==> config.mk <==
export PLATFORM = sky130hd
export DESIGN_NAME = ssp_rx_fifo_pc
export DESIGN_NICKNAME = d
export VERILOG_FILES = /design/src/rtl/ssp_pkg.sv /design/src/rtl/ssp_rx_timeout.sv /design/src/rtl/ssp_rx_fifo_pc.sv
export SDC_FILE = /design/constraint.sdc
export NUM_CORES = 1
export LEC_CHECK = 0
export ABC_AREA = 1
export BUFFER_PORTS_ARGS = -buffer_cell sky130_fd_sc_hd__buf_2
export CORE_MARGIN = 1.5
export CORE_UTILIZATION = 30
export CTS_BUF_LIST = sky130_fd_sc_hd__clkbuf_2
export DETAILED_ROUTE_END_ITERATION = 8
export GPL_TIMING_DRIVEN = 0
export PLACE_DENSITY_LB_ADDON = 0.05
export SETUP_SLACK_MARGIN = 0.2
export SLEW_MARGIN = 20
export SYNTH_ARGS = -nofsm -noshare
export SYNTH_HDL_FRONTEND = slang
export SYNTH_SLANG_ARGS = --single-unit
==> constraint.sdc <==
create_clock -name PCLK -period 2.75 [get_ports PCLK]
set_input_delay 0.55 -clock PCLK [delete_from_list [all_inputs] [get_ports PCLK]]
set_output_delay 0.55 -clock PCLK [all_outputs]
set_load 0.05 [all_outputs]
==> src/rtl/ssp_pkg.sv <==
// rtl/ssp_pkg.sv - shared defaults, width helper and reset constants for the SSP receive FIFO
package ssp_pkg;

  localparam int DATA_W_DEF = 8;
  localparam int ADDR_W_DEF = 3;

  localparam logic RST_FLAG = 1'b0;

  // Occupancy must represent 0..DEPTH inclusive, so one bit wider than the pointers
  function automatic int level_w(input int addr_w);
    return addr_w + 1;
  endfunction

endpackage

==> src/rtl/ssp_rx_timeout.sv <==
// rtl/ssp_rx_timeout.sv - idle counter raising SSPRTINTR; built only with SSP_RXFIFO_TIMEOUT_EN
module ssp_rx_timeout
  import ssp_pkg::*;
#(
  parameter int TO_CYC = 32
) (
  input  logic PCLK,
  input  logic CLEAR_B,
  input  logic push,
  input  logic pop,
  input  logic rx_empty,
  output logic SSPRTINTR
);

  localparam int CW = $clog2(TO_CYC) + 1;
  localparam logic [CW-1:0] TO_MAX = CW'(TO_CYC);

  logic [CW-1:0] cnt;

  // Any FIFO activity, or nothing left to read, restarts the idle window
  always_ff @(posedge PCLK) begin
    if (!CLEAR_B) begin
      cnt <= '0;
    end else if (push || pop || rx_empty) begin
      cnt <= '0;
    end else if (cnt != TO_MAX) begin
      cnt <= cnt + 1'b1;
    end
  end

  assign SSPRTINTR = (cnt == TO_MAX) ? ~rx_empty : RST_FLAG;

endmodule

==> src/rtl/ssp_rx_fifo_pc.sv <==
// rtl/ssp_rx_fifo_pc.sv - SSP receive FIFO with level, threshold irq, sticky overrun
// rtl/ssp_rx_fifo_pc.sv - optional receive timeout under SSP_RXFIFO_TIMEOUT_EN
module ssp_rx_fifo_pc
  import ssp_pkg::*;
#(
  parameter int DATA_W    = DATA_W_DEF,
  parameter int ADDR_W    = ADDR_W_DEF,
  parameter int RX_THRESH = 4,
  parameter int TO_CYC    = 32
) (
  input  logic                          PCLK,
  input  logic                          CLEAR_B,
  input  logic                          PSEL,
  input  logic                          PWRITE,
  input  logic                          write_cmd,
  input  logic [DATA_W-1:0]             RxData,
  input  logic                          rx_ovr_clr,
  output logic [DATA_W-1:0]             PRDATA,
  output logic [level_w(ADDR_W)-1:0]    rx_level,
  output logic                          rx_empty,
  output logic                          rx_full,
  output logic                          SSPRXINTR,
  output logic                          rx_overrun,
  output logic                          SSPRTINTR
);

  localparam int LW    = level_w(ADDR_W);
  localparam int DEPTH = 1 << ADDR_W;
  localparam logic [LW-1:0] FULL_LVL = LW'(DEPTH);
  localparam logic [LW-1:0] THR_LVL  = LW'(RX_THRESH);

  logic [DATA_W-1:0] mem [DEPTH];
  logic [ADDR_W-1:0] wr_ptr;
  logic [ADDR_W-1:0] rd_ptr;
  logic [LW-1:0]     level_r;
  logic              ovr_r;
  logic              push;
  logic              pop;
  logic              ovr_set;

  assign rx_empty   = (level_r == '0);
  assign rx_full    = (level_r == FULL_LVL);
  assign SSPRXINTR  = (level_r >= THR_LVL);
  assign rx_level   = level_r;
  assign rx_overrun = ovr_r;

  // A pop frees a slot in the same cycle, so a full FIFO still accepts a push alongside it
  assign pop     = PSEL & ~PWRITE & ~rx_empty;
  assign push    = write_cmd & (~rx_full | pop);
  assign ovr_set = write_cmd & rx_full & ~pop;

  assign PRDATA = pop ? mem[rd_ptr] : '0;

  always_ff @(posedge PCLK) begin
    if (push) begin
      mem[wr_ptr] <= RxData;
    end
  end

  always_ff @(posedge PCLK) begin
    if (!CLEAR_B) begin
      wr_ptr  <= '0;
      rd_ptr  <= '0;
      level_r <= '0;
      ovr_r   <= RST_FLAG;
    end else begin
      if (push) wr_ptr <= wr_ptr + 1'b1;
      if (pop)  rd_ptr <= rd_ptr + 1'b1;
      case ({push, pop})
        2'b10:   level_r <= level_r + 1'b1;
        2'b01:   level_r <= level_r - 1'b1;
        default: level_r <= level_r;
      endcase
      // Set has priority over a simultaneous clear
      if (ovr_set)         ovr_r <= 1'b1;
      else if (rx_ovr_clr) ovr_r <= 1'b0;
    end
  end

`ifdef SSP_RXFIFO_TIMEOUT_EN
  ssp_rx_timeout #(
    .TO_CYC(TO_CYC)
  ) u_timeout (
    .PCLK      (PCLK),
    .CLEAR_B   (CLEAR_B),
    .push      (push),
    .pop       (pop),
    .rx_empty  (rx_empty),
    .SSPRTINTR (SSPRTINTR)
  );
`else
  assign SSPRTINTR = RST_FLAG & (TO_CYC > 0);
`endif

endmodule
==> results of run 1 <==
==> kinds of logic after synthesis <==
kind of cell / count (synthesis) / synth area share
compound gates: 72 / 0.110
xor+xnor: 3 / 0.00802
fa+ha+maj: 5 / 0.0191
buf+inv: 32 / 0.0416
flops: 78 / 0.672
other cells: 1 / 0.00114
simple gates: 115 / 0.148
==> stage by stage <==
stage	hold slack (ps)	std cells
2_1_floorplan	433	306
3_3_place_gp	455	471
3_5_place_dp	460	471
4_1_cts	265	487
5_1_grt	263	491
6_report	311	491
==> critical path, stage by stage (launching register included) <==
cell	delay, ps
dfxtp_4	440
inv_2	80
buf_8	150
o21ai_0	150
o21ai_0	100
o21ai_1	210
nor2_2	50
buf_4	180
==> area by class of cell <==
type                    instances  area, um2
fillers                      1099       6570
multi-input cells             196        973
clock inverters                 5       76.3
flip-flops and latches         78       2210
inverters                      20       78.8
well taps                     136        170
plain buffers                  12        118
clock buffers                  11       55.1
repair buffers                 33        210
==> state kept, by name, indices dropped and copies added (netlist names), named ones only <==
signal      flops
wr_ptr          3
rd_ptr          3
mem            64
rx_overrun      1
rx_level        4
==> power breakdown <==
part	switching (mW)	internal, mW
registers	0.0503	1.36
logic	0.574	0.262
clock network	0.382	0.304
total	1.01	1.93
==> layer usage <==
| metal | vias up | wire length (um) | share of wire | track usage |
|---|---|---|---|---|
| li1 | 1133 | - | - | - |
| met1 | 1016 | 3560 | 0.46 | 0.185 |
| met2 | 38 | 3690 | 0.48 | 0.231 |
| met3 | 13 | 310 | 0.040 | 0.0381 |
| met4 | 0 | 152 | 0.020 | 0.0536 |
| met5 | - | 0 | 0 | 0 |
==> synth_stat cells (2+ instances only) <==
cell      instances
inv_1            18
a21oi_1           9
nor2_1           83
nand3_1           7
xnor2_1           2
nand2_4           3
clkbuf_1          3
ha_1              5
inv_2             2
edfxtp_1         64
o21ai_1           3
buf_4             2
dfxtp_1          14
buf_2             6
o21ai_0          60
nand2_1          18
==> timing repair <==
action / 4_1_cts / 5_1_grt
endpoints found under the hold margin: 0 / 0
setup endpoints to repair: 8 / 8
buffers inserted: 0 / 4
resized for setup: 28 / 41
pin swaps: 0 / 8
==> final timing paths <==
path	slack, ps	cells after the start	from	end
worst min register to register	480	2	rd_ptr[2]	rd_ptr[2]
worst max-delay path	340	7	register	PRDATA[6]
worst max register to register	480	8	rx_level[1]	mem[4][7]
worst min-delay path	310	4	rx_ovr_clr	rx_overrun
==> impl_metrics.yaml, run 1 <==
sta:
  timing_max_transition_violations_final: 0
  slew_headroom: 0.380
  setup-violations-final: 0
  finClkSkew_ps: 36.8
  finalCritPeriodShare: 0.875
  setup_total_negative_slack_ps: 0
  fmaxAchievable_ghz: 0.416
  hold_viol: 0
  final_setup_margin_ps: 343
  worstMarginPinSlew_ps: 926
  final_period_minus_worst_setup_slack_ps: 2410
  rsz_0062_raised_after_global_routing: "yes"
synthesis:
  synth_enable_flop_cells: 64
  yosysSeqAreaShare: 0.672
  synth.largest_area_cell: "edfxtp_1"
  avgSynthCellArea_um2: 10.7
  synthDominantCellAreaShare: 0.587
  synth_cells: 306
  synth_async_sr_flop_share: 0
  ys_types: 23
  ys_dominant_reg_cell: "edfxtp_1"
  register_bit_count_reported_by_yosys: 78
  ys_warn_count: 0
  synth.cell_area_mm2: 0.00328
  synth_fp_nets: 325
  netlist_top_cells_area: "edfxtp_1, nor2_1, o21ai_0"
worst_hold_path:
  min_path_type: "in -> reg"
critical_path:
  criticalPathCategory: "reg -> out"
  required_ps: 2200
  worstSetupStartpointType: "register"
  critPathArrivalTime_ps: 1860
  worstSetupEndpointType: "primary output"
  crit_fanout: 10
layout:
  post-route-cell-area_mm2: 0.00390
  layout.nets: 369
  layout_commonest_cell: "nor2_1"
  number_of_diodes: 0
  layout-area-overhead-vs-synth_pct: 18.9
  drive_gt1_frac: 0.251
  layout.cells.most_common_list: "nor2_1, edfxtp_1, o21ai_0"
  final_core_util: 0.372
global_route:
  overflow: 0
  wire_length_of_the_first_global_routing_pass_um: 11700
  global_route.usage.total: 0.143
  grt_max_degree: 14
  grt_antenna_before_repair: 0
  first_global_vias: 2068
outcome:
  status: "finished, final reports clean"
die:
  placeableCoreArea_mm2: 0.0105
  chipWidth_um: 107
  rows: 37
  fp.dieH_um: 107
  floorplan_die_area_mm2: 0.0116
  initial_core_util: 0.313
  floorplan.io_pins: 31
route:
  detailedRoute.firstPassIterationCount: 4
  wirelength_um: 7710
  antenna_violating_nets_post_route: 0
  via_count: 2200
  drt_first_iter_violations: 77
  detail_route.vias_per_cell: 4.48
  drc_errors: 0
  avgRoutedWirePerCell_um: 15.7
power:
  vdd_ir_drop_max_mv: 0.335
  power.density_mw_per_mm2: 753
  power.leakage_nw: 1.48
  finalPower_mw: 2.93
clock_tree:
  post_cts_hold_fix_bufs: 0
  clock_buffers_created_by_tritoncts: 9
  clk_pin_slew_worst_paths_ps: 200
  cts-root-buf: "clkbuf_2"
  h_tree_depth: 3
  cts_tree: "built"
  tritoncts_sinks: 78
  worstSkewPairLatency_ps: 510
  number_of_buffers_between_clock_root_and_the_deepest_sink: 2
place:
  placement.setup.worst_slack_ps: 266
  placed_area_mm2: 0.00361
  dp.final_hpwl_um: 5160
  placer_congestion: 0.697
  portBuffers: 29
job:
  number_of_violations_of_the_max_capacitance_limit: 0
(Power assumes the default switching activity.)
==> run 2, diff against run 1 <==
--- a/config.mk
+++ b/config.mk
@@ -12,9 +12,9 @@
 export CTS_BUF_LIST = sky130_fd_sc_hd__clkbuf_2
 export DETAILED_ROUTE_END_ITERATION = 8
 export GPL_TIMING_DRIVEN = 0
-export PLACE_DENSITY_LB_ADDON = 0.05
 export SETUP_SLACK_MARGIN = 0.2
 export SLEW_MARGIN = 20
 export SYNTH_ARGS = -nofsm -noshare
 export SYNTH_HDL_FRONTEND = slang
+export SYNTH_HIERARCHICAL = 1
 export SYNTH_SLANG_ARGS = --single-unit
==> run 2 against run 1 <==
  * Area after synthesis unchanged
  * Global-route usage decreased by 0.89 points
  * Sequential power about the same
  * Flip-flop and latch count stayed put
  * Non-clock buffer count down 1
  * Largest power group unchanged
  * Critical path depth decreased by 2
  * Design area fell by 2.8%
  * First-iteration DRC count rose by 100%
==> impl_metrics.yaml, run 2 <==
die:
  floorplan.io_pins: 31
  placeableCoreArea_mm2: 0.0105
  fp.dieH_um: 107
  chipWidth_um: 107
  rows: 37
  initial_core_util: 0.313
  floorplan_die_area_mm2: 0.0116
synthesis:
  synth_most_common_cell: "nor2_1"
  synthDominantCellAreaShare: 0.587
  synth_async_sr_flop_share: 0
  synth_common_cells: "nor2_1, edfxtp_1, o21ai_0"
  synthMuxAreaShare: 0
  ys_warn_count: 6
  synth_fp_nets: 325
  synth.largest_area_cell: "edfxtp_1"
  netlist_top_cells_area: "edfxtp_1, nor2_1, o21ai_0"
  yosysSeqAreaShare: 0.672
  synth_adder_area_share: 0.0191
  synth_simple_gate_area_frac: 0.148
  register_bit_count_reported_by_yosys: 78
  avgSynthCellArea_um2: 10.7
  synth_enable_flop_cells: 64
  synth-compound-area-share: 0.110
  ys_dominant_reg_cell: "edfxtp_1"
  synth_cells: 306
  yosys.area_share.xor_xnor: 0.00802
  ys_types: 23
  synth_top_family_by_area: "simple AND/OR/NAND/NOR gates"
  synth.cell_area_mm2: 0.00328
global_route:
  global_route.usage.total: 0.135
  first_global_vias: 2191
  overflow: 0
  wire_length_of_the_first_global_routing_pass_um: 11400
  grt_max_degree: 14
  grt_antenna_before_repair: 0
route:
  antenna_violating_nets_post_route: 0
  routed-wl-met2_um: 3520
  detailedRoute.firstPassIterationCount: 4
  via_count: 2260
  topRoutingLayerUsed: "met4"
  drc_errors: 0
  routedLengthMet1_um: 3150
  wirelength_um: 7290
  avgRoutedWirePerCell_um: 14.9
  detail_route.vias_per_cell: 4.61
  met3_wirelength_um: 529
  drt_first_iter_violations: 157
critical_path:
  worstSetupStartpointType: "register"
  crit_slowest_cell: "dfxtp_1"
  sequence_of_cells_on_the_critical_path: "clkbuf_2 > inv_1 > o21ai_0 > nor2_2 > buf_6"
  criticalPathCategory: "reg -> out"
  critPathArrivalTime_ps: 1890
  crit_path_max_incr_delay_ps: 330
  worstSetupEndpointType: "primary output"
  critical_path_buf_inv_count: 3
  required_ps: 2200
  crit_family: "buffers and inverters"
  crit_fanout: 9
sta:
  final_setup_margin_ps: 310
  fmaxAchievable_ghz: 0.410
  rsz_0062_raised_after_global_routing: "yes"
  worstMarginPinSlew_ps: 989
  slew_headroom: 0.338
  finClkSkew_ps: 29.2
  hold_viol: 0
  final_period_minus_worst_setup_slack_ps: 2440
  finalCritPeriodShare: 0.887
  worst_hold_margin_ps: 263
  setup-violations-final: 0
  timing_max_transition_violations_final: 0
  setup_total_negative_slack_ps: 0
place:
  dp.final_hpwl_um: 4630
  placement.setup.worst_slack_ps: 176
  placer_congestion: 0.774
  portBuffers: 29
layout:
  number_of_diodes: 0
  largest_reg_flops: 64
  layout.cells.most_common_list: "nor2_1, edfxtp_1, o21ai_0"
  layout.nets: 368
  drive_gt1_frac: 0.237
  final_core_util: 0.362
  layout-area-overhead-vs-synth_pct: 15.6
  layout_commonest_cell: "nor2_1"
  largest_register: "mem"
outcome:
  status: "finished, final reports clean"
power:
  vdd_ir_drop_max_mv: 0.199
  finalPower_mw: 2.71
  power.density_mw_per_mm2: 716
  power.leakage_nw: 1.45
clock_tree:
  clk_pin_slew_worst_paths_ps: 200
  h_tree_depth: 3
  clock_buffers_created_by_tritoncts: 9
  cts_tree: "built"
  tritoncts_sinks: 78
  worstSkewPairLatency_ps: 510
  post_cts_hold_fix_bufs: 0
  number_of_buffers_between_clock_root_and_the_deepest_sink: 2
  cts-root-buf: "clkbuf_2"
worst_hold_path:
  min_path_type: "in -> reg"
job:
  number_of_violations_of_the_max_capacitance_limit: 0
[run 2: repair_timing]
action                                  in CTS  in global routing
endpoints found under the setup margin       8                  8
buffers inserted                             1                  2
pin swaps                                    0                  1
resized for setup                           21                 22
[run 2: path summary, 6_finish.rpt]
path	start	endpoint	slack [ps]	cells past startpoint
setup / recovery	register	PRDATA[0]	310	5
hold / removal	rx_ovr_clr	rx_overrun	260	4
setup reg to reg	rx_level[0]	rx_level[2]	480	15
hold reg to reg	rd_ptr[2]	register	470	2
[run 2: cell type report]
| cell class | instances | area [um2] |
|---|---|---|
| fillers | 1087 | 6680 |
| flip-flops and latches | 78 | 2210 |
| multi-input cells | 196 | 957 |
| repair buffers | 32 | 195 |
| well taps | 136 | 170 |
| plain buffers | 12 | 92.6 |
| inverters | 20 | 77.6 |
| clock buffers | 11 | 55.1 |
| clock inverters | 5 | 27.5 |
[run 2: worst min-delay path, cell delays in order]
cell and delay (ps):
buf_2 70, inv_1 30, nand2_1 40, a21oi_1 60
[run 2: cell families after synthesis]
group           Yosys count
simple gates            115
buf+inv                  32
other cells               1
flops                    78
fa+ha+maj                 5
xor+xnor                  3
compound gates           72
[run 2: per-layer routing]
metal,track usage,up-vias
li1,-,1128
met1,0.168,1062
met2,0.222,63
met3,0.0327,7
met4,0.0573,0
met5,0,-
[run 2: report_power, final]
group	leakage (nW)	internal, mW	switching (mW)
Sequential	0.698	1.36	0.0447
Clock	0.0667	0.124	0.384
Combinational	0.684	0.242	0.561
Total	1.45	1.72	0.990
[run 2: metrics by stage]
| step | instances | instance area, um2 |
|---|---|---|
| floorplan | 306 | 3300 |
| global placement | 471 | 3610 |
| detailed placement | 471 | 3610 |
| CTS | 488 | 3740 |
| global route | 490 | 3790 |
| finish | 490 | 3790 |
==> run 3, diff against run 2 <==
--- a/config.mk
+++ b/config.mk
@@ -5,7 +5,6 @@
 export SDC_FILE = /design/constraint.sdc
 export NUM_CORES = 1
 export LEC_CHECK = 0
-export ABC_AREA = 1
 export BUFFER_PORTS_ARGS = -buffer_cell sky130_fd_sc_hd__buf_2
 export CORE_MARGIN = 1.5
 export CORE_UTILIZATION = 30
==> constraint.sdc (replaced) <==
create_clock -name PCLK -period 2.9 [get_ports PCLK]
set_input_delay 0.58 -clock PCLK [delete_from_list [all_inputs] [get_ports PCLK]]
set_output_delay 0.58 -clock PCLK [all_outputs]
set_load 0.05 [all_outputs]
==> run 3 against run 2 <==
  * Worst hold slack better by 61 ps
  * Count of clock-buffer cells in the layout down 2
  * Synthesized cell count shrank 39%
  * Sequential share of layout area shrank 1.3 points
  * Sequential power decreased by 8%
  * Non-clock buffer count increased by 2
  * First-iteration DRC count is 32% lower
  * Critical path depth grew 1
  * Critical path type unchanged
  * Highest routed layer unchanged
==> impl_metrics.yaml, run 3 <==
power:
  p_seq_frac: 0.535
  power.leakage_nw: 1.32
  share_of_power_burned_in_the_clock_network: 0.233
  power_switching_share: 0.299
  vdd_ir_drop_max_mv: 0.318
  finalPower_mw: 2.42
  internal-power_mw: 1.69
  p_switching_uw: 722
  power.density_mw_per_mm2: 625
  power.combinational.fraction: 0.231
synthesis:
  synth_enable_flop_cells: 64
  ys_dominant_reg_cell: "edfxtp_1"
  synth.largest_area_cell: "edfxtp_1"
  synth_cells: 188
  synthDominantCellAreaShare: 0.601
  synth_async_sr_flop_share: 0
  ys_types: 37
  synth_fp_nets: 207
  netlist_top_cells_area: "edfxtp_1, mux4_2, dfxtp_1"
  avgSynthCellArea_um2: 17.0
  register_bit_count_reported_by_yosys: 78
  ys_warn_count: 6
  synth_most_common_cell: "edfxtp_1"
  yosysSeqAreaShare: 0.689
  synth_common_cells: "edfxtp_1, mux4_2, dfxtp_1"
  synth.cell_area_mm2: 0.00320
layout:
  layout.cells.most_common_list: "edfxtp_1, buf_2, mux4_2"
  num-fill-cells: 958
  stdcell_count: 376
  drive_gt1_frac: 0.396
  layout.nets: 255
  multi_input_comb_area_um2: 990
  layout-area-overhead-vs-synth_pct: 21.1
  largest_register: "mem"
  layout_commonest_cell: "edfxtp_1"
  regArea_mm2: 0.00221
  largest_reg_flops: 64
  number_of_diodes: 0
sta:
  final_period_minus_worst_setup_slack_ps: 2610
  finalCritPeriodShare: 0.900
  slew_headroom: 0.349
  setup-violations-final: 0
  finClkSkew_ps: 20.9
  setup_total_negative_slack_ps: 0
  worstMarginPinSlew_ps: 973
  worst_hold_margin_ps: 324
  rsz_0062_raised_after_global_routing: "yes"
  fmaxAchievable_ghz: 0.383
  timing_max_transition_violations_final: 0
  hold_viol: 0
critical_path:
  crit_slowest_cell: "mux4_2"
  required_ps: 2320
  crit_fanout: 5
  sequence_of_cells_on_the_critical_path: "buf_6 > clkbuf_16 > mux4_2 > mux2i_1 > nor2_1 > buf_6"
  timing.critical_path.mode_cell: "buf_6"
  crit_path_max_incr_delay_ps: 490
  reg2reg_slack_ps: 400
  r2r-end: "rx_level[2]"
  worstSetupStartpointType: "register"
  critical_path.reg2reg.startpoint: "rx_level[0]"
  critPathArrivalTime_ps: 2030
  criticalPathCategory: "reg -> out"
  setup.worst_path.end: "PRDATA[1]"
  reg2regPathDepth: 11
  worstSetupEndpointType: "primary output"
place:
  dp.final_hpwl_um: 3980
  placer_congestion: 0.741
  placed_cells: 356
  portBuffers: 29
die:
  placeableCoreArea_mm2: 0.0103
  chipWidth_um: 106
  initial_core_util: 0.310
  floorplan_die_area_mm2: 0.0113
  rows: 37
  fp.dieH_um: 106
  floorplan.io_pins: 31
global_route:
  wire_length_of_the_first_global_routing_pass_um: 9410
  first_global_vias: 1681
  grt_max_degree: 14
  global_route.usage.total: 0.116
  grt_antenna_before_repair: 0
  overflow: 0
clock_tree:
  cts_tree: "built"
  cts-root-buf: "clkbuf_2"
  h_tree_depth: 3
  post_cts_hold_fix_bufs: 0
  worstSkewPairLatency_ps: 510
  clk_pin_slew_worst_paths_ps: 210
  tritoncts_sinks: 78
  clock_buffers_created_by_tritoncts: 9
  number_of_buffers_between_clock_root_and_the_deepest_sink: 2
route:
  avgRoutedWirePerCell_um: 16.3
  drt_first_iter_violations: 107
  wirelength_um: 6120
  detailedRoute.firstPassIterationCount: 4
  via_count: 1721
  detail_route.vias_per_cell: 4.58
  antenna_violating_nets_post_route: 0
  drc_errors: 0
job:
  number_of_violations_of_the_max_capacitance_limit: 0
worst_hold_path:
  min_path_type: "in -> reg"
outcome:
  status: "finished, final reports clean"
==> run 3: changes by cell type in the layout (fill, tap and decap cells not counted), moves of 10 or more <==
| cell | before | now |
|---|---|---|
| mux4_2 | 0 | 16 |
| inv_1 | 17 | 3 |
| o21ai_0 | 54 | 4 |
| nand2_1 | 18 | 6 |
| nor2_1 | 75 | 11 |
| mux2i_1 | 0 | 10 |
==> run 3: through the flow <==
stage	util	area, um2	worst slack [ps]
finish	0.375	3870	290
global placement	0.341	3520	-526
global route	0.375	3870	153
detailed placement	0.346	3570	-139
CTS	0.367	3780	199
floorplan	-	3200	232
==> run 3: cell type report <==
class                   count  area share
flip-flops and latches     78       0.571
plain buffers               9      0.0233
multi-input cells          98       0.256
inverters                   3     0.00291
clock inverters             6      0.0162
repair buffers             37      0.0757
well taps                 136      0.0440
clock buffers               9      0.0116
==> run 3: worst min-delay path by stage <==
stage,from,to,depth (start not counted)
6_report,RxData[1],mem[1][1],1
4_1_cts,RxData[7],mem[7][7],1
2_1_floorplan,rd_ptr[1],register,2
5_1_grt,RxData[3],mem[2][3],1
3_5_place_dp,rd_ptr[1],rd_ptr[1],2
3_3_place_gp,rd_ptr[1],rd_ptr[1],2
==> run 3: timing repair <==
action	in CTS	in global routing
pin swaps	0	3
gates resized for setup	24	16
gates cloned	1	1
setup buffers	2	1
setup endpoints to repair	9	9
==> run 3: cells by family after synthesis <==
| kind of cell | Yosys count | synth area share |
|---|---|---|
| other | 1 | 0.00117 |
| DFF | 78 | 0.689 |
| adders and majority gates | 5 | 0.0196 |
| muxes | 26 | 0.144 |
| and+or+nand+nor | 47 | 0.0799 |
| buffers and inverters | 12 | 0.0188 |
| AOI/OAI and AO/OA | 12 | 0.0282 |
| xor gates and xnor gates | 7 | 0.0192 |
==> run 3: per-layer routing <==
layer | vias to the layer above | global-route usage | part of all wire
li1 | 813 | - | -
met1 | 855 | 0.167 | 0.49
met2 | 46 | 0.165 | 0.46
met3 | 7 | 0.0337 | 0.043
met4 | 0 | 0.0405 | 0.0098
met5 | - | 0 | 0
==> run 3: power by group through the flow <==
stage | sequential, mW | clock, mW | combinational, mW
global placement | 1.32 | 0 | 0.468
floorplan | 1.35 | 0 | 0.323
global route | 1.30 | 0.617 | 0.601
finish | 1.29 | 0.564 | 0.559
detailed placement | 1.32 | 0 | 0.482
CTS | 1.29 | 0.576 | 0.535
==> run 3: worst max-delay path: cells and delay by family, from the launching register on <==
| kind | cells | cell delay (ps) |
|---|---|---|
| buf+inv | 3 | 440 |
| flops | 1 | 370 |
| mux | 2 | 640 |
| simple gates | 1 | 80 |
